[src/rtl/if_id_reg.sv]
// IF/ID pipeline register of the five-stage MIPS pipeline.
// Captures the fetched instruction and its PC+4 for the decode stage, holds on
// the shared freeze (stall) line and loads a NOP bubble on flush.
// Optional feature macro: IF_ID_PERF_CNT_EN adds clrCount, stallCount and
// flushCount (saturating stall/flush performance counters).
module if_id_reg #(
  parameter int unsigned      WIDTH = 32,
  parameter logic [WIDTH-1:0] NOP   = '0
) (
  input  logic             clk,
  input  logic             resetN,
  input  logic             freeze,
  input  logic             flush,
  input  logic [WIDTH-1:0] pcPlus4In,
  input  logic [WIDTH-1:0] instrIn,
  output logic [WIDTH-1:0] pcPlus4Out,
  output logic [WIDTH-1:0] instrOut,
  output logic             validOut
`ifdef IF_ID_PERF_CNT_EN
  ,
  input  logic             clrCount,
  output logic [15:0]      stallCount,
  output logic [15:0]      flushCount
`endif
);

  // Pipeline register: flush beats freeze; an unknown control level falls
  // through both tests, so the register captures just as the PC does.
  always_ff @(posedge clk or negedge resetN) begin
    if (!resetN) begin
      pcPlus4Out <= '0;
      instrOut   <= NOP;
      validOut   <= 1'b0;
    end else if (flush) begin
      pcPlus4Out <= pcPlus4In;
      instrOut   <= NOP;
      validOut   <= 1'b0;
    end else if (freeze) begin
      pcPlus4Out <= pcPlus4Out;
      instrOut   <= instrOut;
      validOut   <= validOut;
    end else begin
      pcPlus4Out <= pcPlus4In;
      instrOut   <= instrIn;
      validOut   <= 1'b1;
    end
  end

`ifdef IF_ID_PERF_CNT_EN
  // Saturating stall/flush counters; a flush edge counts only as a flush.
  always_ff @(posedge clk or negedge resetN) begin
    if (!resetN) begin
      stallCount <= '0;
      flushCount <= '0;
    end else if (clrCount) begin
      stallCount <= '0;
      flushCount <= '0;
    end else begin
      if (flush && (flushCount != '1))
        flushCount <= flushCount + 16'd1;
      if (!flush && freeze && (stallCount != '1))
        stallCount <= stallCount + 16'd1;
    end
  end
`endif

endmodule

[config.mk]
export PLATFORM = sky130hd
export DESIGN_NAME = if_id_reg
export DESIGN_NICKNAME = d
export VERILOG_FILES = /design/src/rtl/if_id_reg.sv
export SDC_FILE = /design/constraint.sdc
export NUM_CORES = 1
export LEC_CHECK = 0
export CORE_UTILIZATION = 43
export CTS_BUF_LIST = sky130_fd_sc_hd__clkbuf_16
export CTS_CLUSTER_SIZE = 24
export DETAILED_ROUTE_END_ITERATION = 8
export GPL_ROUTABILITY_DRIVEN = 0
export PLACE_DENSITY = 0.89
export SLEW_MARGIN = 5
export SYNTH_ARGS = -nofsm -noshare
export SYNTH_HDL_FRONTEND = slang
export SYNTH_SLANG_ARGS = --single-unit
export TNS_END_PERCENT = 100
[constraint.sdc]
create_clock -name clk -period 2.03 [get_ports clk]
set_input_delay 0.406 -clock clk [delete_from_list [all_inputs] [get_ports clk]]
set_output_delay 0.406 -clock clk [all_outputs]
set_load 0.05 [all_outputs]
## Word level (Yosys, flattened, before mapping)

Index checks and enable logic that the tools add are counted.

- Word-level logic and storage cells: 10
- Register bits: 65
- Bits of input ports: 68
- Output and inout bits: 65

- Equal/unequal tests: 1
- Multiplexer cells: 6

Operators with widths:

| cell | number |
|---|---|
| two-way mux 32 bit | 4 |
| two-way mux 1 bit | 2 |
| != test 2 x 1 -> 1 bit (second input constant) | 1 |

## Longest topological paths before layout

Gate-level depths: netlist of run 1.

- Depth in word-level cells: 2
- Depth in mapped cells: 5

## Least setup slack after synthesis of run 1

No wires, ideal clock.

- Path kind: input to register
- Start: input freeze
- End: register pcPlus4Out[0]
- Stages on the path: 5
- Slack: 0.709 ns
- Arrival: 1.196 ns
- Buffers on the path: 3
- Setup time: 0.125 ns
- Cell sequence: buf_2 > nand2b_4 > buf_6 > buf_6 > mux2_4

- Word-level cells in the longest chain between the ends: 1

RTL lines:

| item | line | RTL |
|---|---|---|
| start, declared | 12 | `input logic freeze,` |
| != test 2 x 1 -> 1 bit (no source line) | - |  |
| end signal, assigned | 35 | `pcPlus4Out <= pcPlus4In;` |
| end signal, assigned | 39 | `pcPlus4Out <= pcPlus4Out;` |
| end signal, assigned | 43 | `pcPlus4Out <= pcPlus4In;` |
| end, declared | 16 | `output logic [WIDTH-1:0] pcPlus4Out,` |

Every way passes these cells.
A chain may end at the register's enable or synchronous reset.

## Final worst setup path of run 1

- Start: register pcPlus4Out[28]
- End: output pcPlus4Out[28]

No word-level cell between the ends.

==> impl_metrics.yaml, run 1 <==
sta:
  worst_pin_slew_ps: 547
  setup_viol: 0
  rsz0062_at_grt: "no"
  fmax_mhz: 524
  setup-tns-final_ps: 0
  fin_worst_skew_ps: 0
  finalCritPeriodShare: 0.941
  slew_violations: 0
  timing.final.ws_setup_ps: 120
  min_period_ps: 1910
  fin_hold_ws_ps: 102
  maxSlewHeadroom: 0.634
  hold_violations: 0
pwr:
  p_per_area_nw_per_um2: 869
  power_leakage_nw: 2.03
  ir_drop_mv: 0.667
  finalPower_mw: 3.75
worst_setup_path:
  critPathBufInv: 1
  crit_end: "pcPlus4Out[28]"
  crit_arrival_ps: 1500
  worstSetupStartpoint: "pcPlus4Out[28]"
  crit_chain: "clkdlybuf4s50_1"
  critPathRequiredTime_ps: 1620
  crit_path_start_kind: "flop"
  setup.worst_path.end_class: "primary output"
  path_class: "reg -> out"
  reg2reg_to: "pcPlus4Out[28]"
  path_depth: 1
  worst-r2r-cell-count: 1
  rr_startpoint: "pcPlus4Out[28]"
  path_max_fanout: 2
  max_stage_delay_ps: 810
  path_delay_family: "buffers and inverters"
  rrSetupSlack_ps: 1230
  slowest_stage: "clkdlybuf4s50_1"
synthesis:
  synth_area_leaders: "dfrtp_1 (61%), mux2_4 (17%), mux2i_1 (12%), nor2_1 (4.5%), buf_6 (2.1%)"
  postSynthCellCount: 176
  syn-num-nets: 244
  synth_area_per_cell_sq_um: 15.1
  synth_top_area_frac: 0.612
  ys_seq_area_frac: 0.612
  ys_ff_latch: 65
  mappedNetlistArea_sq_um: 2660
  yosysTopAreaCell: "dfrtp_1"
  ys_warn_count: 0
  synth.distinct_cells: 12
clock_network:
  postCtsSetupRepairBufs: 0
  clk_pin_slew_ps: 50
  cts_max_level: 3
  cts_num_sinks: 65
  cts_resized: 0
  holdBufCountCts: 0
  cts_buffers: 9
  clock_latency_ps: 310
  cts_tree: "done"
  root_buffer: "clkbuf_16"
  clock_path_buffers: 2
layout:
  final_area_sq_um: 4310
  fill_cells: 422
  final_common_cell: "clkdlybuf4s50_1"
  layout.nets: 379
  final_cell_mix: "clkdlybuf4s50_1 (130), dfrtp_1 (65), mux2i_1 (32), nor2_1 (32), mux2_4 (30)"
  final_cells: 391
  antenna_cells: 0
  multi_input_area_sq_um: 932
  layout-drive-gt1-share: 0.158
  area_growth_pct: 62.3
  seq_area_sq_um: 1630
  final_core_util: 0.724
run_status:
  status: "finished clean"
placed_design:
  io_buffers: 132
  place_hpwl_mm: 4.15
  place_ws_ps: 241
  placed_area_sq_um: 4040
  dp.cells: 375
floorplanning:
  die_area_sq_um: 6500
  fp.dieH_um: 80.6
  dieWidth_um: 80.6
  ios: 133
  start_util: 0.446
  coreArea_sq_um: 5960
  row_count: 28
route:
  drtPass1Iterations: 4
  routed_via_density: 4.70
  routedWlPerCell_um: 15.4
  num_vias: 1837
  drc: 0
  postRouteAntennaNets: 0
  drtIter0Drc: 67
  wirelength_mm: 6.01
global_route:
  grt_max_degree: 66
  grt.total_usage: 0.194
  grt_pass1_vias: 1914
  grt_overflow: 0
  grt_first_pass_wirelength_mm: 9.23
  antenna_found_initial: 0
hold_path:
  holdCritPathClass: "in -> async"
run:
  maxCapViolCount: 0
==> synthesized netlist by cell type <==
cell type / count
nor2_1: 32
nand2b_4: 1
inv_1: 1
mux2_4: 30
a21oi_1: 1
dfrtp_1: 65
mux2i_1: 32
buf_2: 1
mux2_2: 2
buf_6: 5
clkbuf_1: 3
buf_4: 3
==> registers in the layout (all words and copies together) (netlist names) <==
signal and flops:
instrOut 32, pcPlus4Out 32, validOut 1
==> report_power, final <==
| part | switching [mW] | internal, mW | total [mW] |
|---|---|---|---|
| registers | 0.0536 | 1.39 | 1.44 |
| logic | 0.496 | 0.390 | 0.886 |
| clock network | 0.494 | 0.924 | 1.42 |
==> final cells by class <==
cell class | count | share of cell area
multi-input combinational | 98 | 0.216
clock inverter | 7 | 0.0125
clock buffer | 9 | 0.0522
inverter | 1 | 0.000870
tap | 75 | 0.0218
sequential | 65 | 0.377
timing repair buffer | 136 | 0.320
==> kinds of logic after synthesis <==
kind of cell / share of synthesized area
compound gates: 0.00188
simple gates: 0.0504
flops: 0.612
buf+inv: 0.0372
mux: 0.298
==> worst min path at each step <==
stage	slack, ps	depth (start not counted)	end	start
3_3_place_gp	440	2	instrOut[3]	resetN
4_1_cts	110	2	instrOut[3]	resetN
6_report	100	2	instrOut[4]	resetN
3_5_place_dp	450	2	instrOut[3]	resetN
2_1_floorplan	110	0	instrOut[0]	resetN
5_1_grt	120	2	instrOut[26]	resetN
==> layer usage <==
layer	global-route usage	up-vias	wire length [um]
met5	0	-	0
met2	0.326	80	3030
met1	0.239	888	2530
li1	-	861	-
met4	0.0661	0	63
met3	0.0557	8	387
(Power assumes the default switching activity.)
==> run 2: changes to the inputs <==
--- a/config.mk
+++ b/config.mk
@@ -11,6 +11,7 @@
 export DETAILED_ROUTE_END_ITERATION = 8
 export GPL_ROUTABILITY_DRIVEN = 0
 export PLACE_DENSITY = 0.89
+export REMOVE_ABC_BUFFERS = 1
 export SLEW_MARGIN = 5
 export SYNTH_ARGS = -nofsm -noshare
 export SYNTH_HDL_FRONTEND = slang
==> run 2 against run 1 <==
Utilization rose by 0.13 points. Clock skew did not move. Critical path depth unchanged. Sequential power hardly changed. First-iteration DRC count down 40%. Worst setup slack improved by 6.9 ps. Sequential share of layout area shrank 0.065 points. Non-clock buffer count up 3. Clock-buffer cell count unchanged. Wire length fell by 5.0%. Register-to-register slack about the same. Critical endpoint is now pcPlus4Out[3]. Largest cell class unchanged. Largest power group unchanged.
==> impl_metrics.yaml, run 2 (synthesized netlist as in run 1, its figures left out) <==
hold_path:
  holdCritPathClass: "in -> async"
worst_setup_path:
  slowest_stage: "clkdlybuf4s50_1"
  critPathRequiredTime_ps: 1620
  max_stage_delay_ps: 810
  setup.worst_path.end_class: "primary output"
  critPathBufInv: 1
  path_max_fanout: 2
  crit_path_start_kind: "flop"
  path_class: "reg -> out"
  crit_arrival_ps: 1500
  crit_chain: "clkdlybuf4s50_1"
  path_delay_family: "buffers and inverters"
clock_network:
  cts_buffers: 9
  cts_resized: 0
  cts_tree: "done"
  root_buffer: "clkbuf_16"
  postCtsSetupRepairBufs: 0
  clock_path_buffers: 2
  clk_pin_slew_ps: 50
  holdBufCountCts: 0
  cts_max_level: 3
  clock_latency_ps: 310
  cts_num_sinks: 65
layout:
  fill_cells: 395
  seq_area_sq_um: 1630
  largestRegisters: "instrOut (32), pcPlus4Out (32), validOut (1)"
  antenna_cells: 0
  final_cell_mix: "clkdlybuf4s50_1 (130), dfrtp_1 (65), mux2i_1 (32), nor2_1 (32), mux2_4 (30)"
  final_common_cell: "clkdlybuf4s50_1"
  multi_input_area_sq_um: 932
  area_growth_pct: 62.6
  layout.nets: 382
  layout-drive-gt1-share: 0.170
  final_area_sq_um: 4320
pwr:
  ir_drop_mv: 0.533
  power_leakage_nw: 2.04
  p_per_area_nw_per_um2: 865
floorplanning:
  dieWidth_um: 80.6
  row_count: 28
  coreArea_sq_um: 5960
  ios: 133
  die_area_sq_um: 6500
  start_util: 0.446
  fp.dieH_um: 80.6
sta:
  worst_pin_slew_ps: 528
  setup-tns-final_ps: 0
  maxSlewHeadroom: 0.647
  rsz0062_at_grt: "no"
  finalCritPeriodShare: 0.937
  fmax_mhz: 525
  min_period_ps: 1900
  fin_worst_skew_ps: 0
  setup_viol: 0
  hold_violations: 0
  slew_violations: 0
  fin_hold_ws_ps: 107
global_route:
  grt_overflow: 0
  grt.total_usage: 0.185
  busiest_layer: "met2"
  grt_first_pass_wirelength_mm: 8.80
  grtUsageMet1: 0.240
  use_met3: 0.0727
  antenna_found_initial: 0
  use_met2: 0.281
  grt_max_degree: 66
  grt_pass1_vias: 1820
run_status:
  status: "finished clean"
run:
  maxCapViolCount: 0
route:
  num_vias: 1825
  drtPass1Iterations: 4
  wirelength_mm: 5.70
  postRouteAntennaNets: 0
  routed_via_density: 4.64
  drc: 0
  routedWlPerCell_um: 14.5
  drtIter0Drc: 40
placed_design:
  placed_area_sq_um: 4050
  io_buffers: 132
  place_hpwl_mm: 4.04
==> run 2: area by class of cell <==
cell class / count / area share
Clock inverter: 6 / 0.0119
Multi-Input combinational cell: 98 / 0.216
Tap cell: 75 / 0.0217
Sequential cell: 65 / 0.376
Inverter: 1 / 0.000869
Clock buffer: 9 / 0.0521
Timing Repair Buffer: 139 / 0.321
==> run 2: routing by layer <==
metal	vias to the layer above	wire, um
li1	869	-
met1	855	2530
met2	94	2520
met3	7	569
met4	0	80
met5	-	0
==> run 2: stage by stage <==
stage	utilization	total power [mW]	std cells	worst slack (ps)
global route	0.726	3.88	393	68.3
global placement	0.679	2.34	378	236
floorplan	-	1.94	164	698
detailed placement	0.679	2.35	378	228
CTS	0.726	3.78	393	108
finish	0.726	3.74	393	127
==> run 2: power by group <==
part           switching, mW  internal [mW]
Clock                  0.487          0.923
Sequential            0.0531           1.39
Combinational          0.492          0.391
Total                   1.03           2.70
==> run 2: worst paths after layout <==
check	start	to	slack, ps	depth (start not counted)
worst max-delay path	pcPlus4Out[3]	pcPlus4Out[3]	130	1
worst min-delay path	resetN	instrOut[27]	110	2
worst max register to register	pcPlus4Out[3]	pcPlus4Out[3]	1240	1
worst min register to register	pcPlus4Out[19]	pcPlus4Out[19]	510	1
max in group asynchronous	resetN	pcPlus4Out[29]	1660	2
min in group clk	pcPlus4Out[19]	pcPlus4Out[19]	510	1
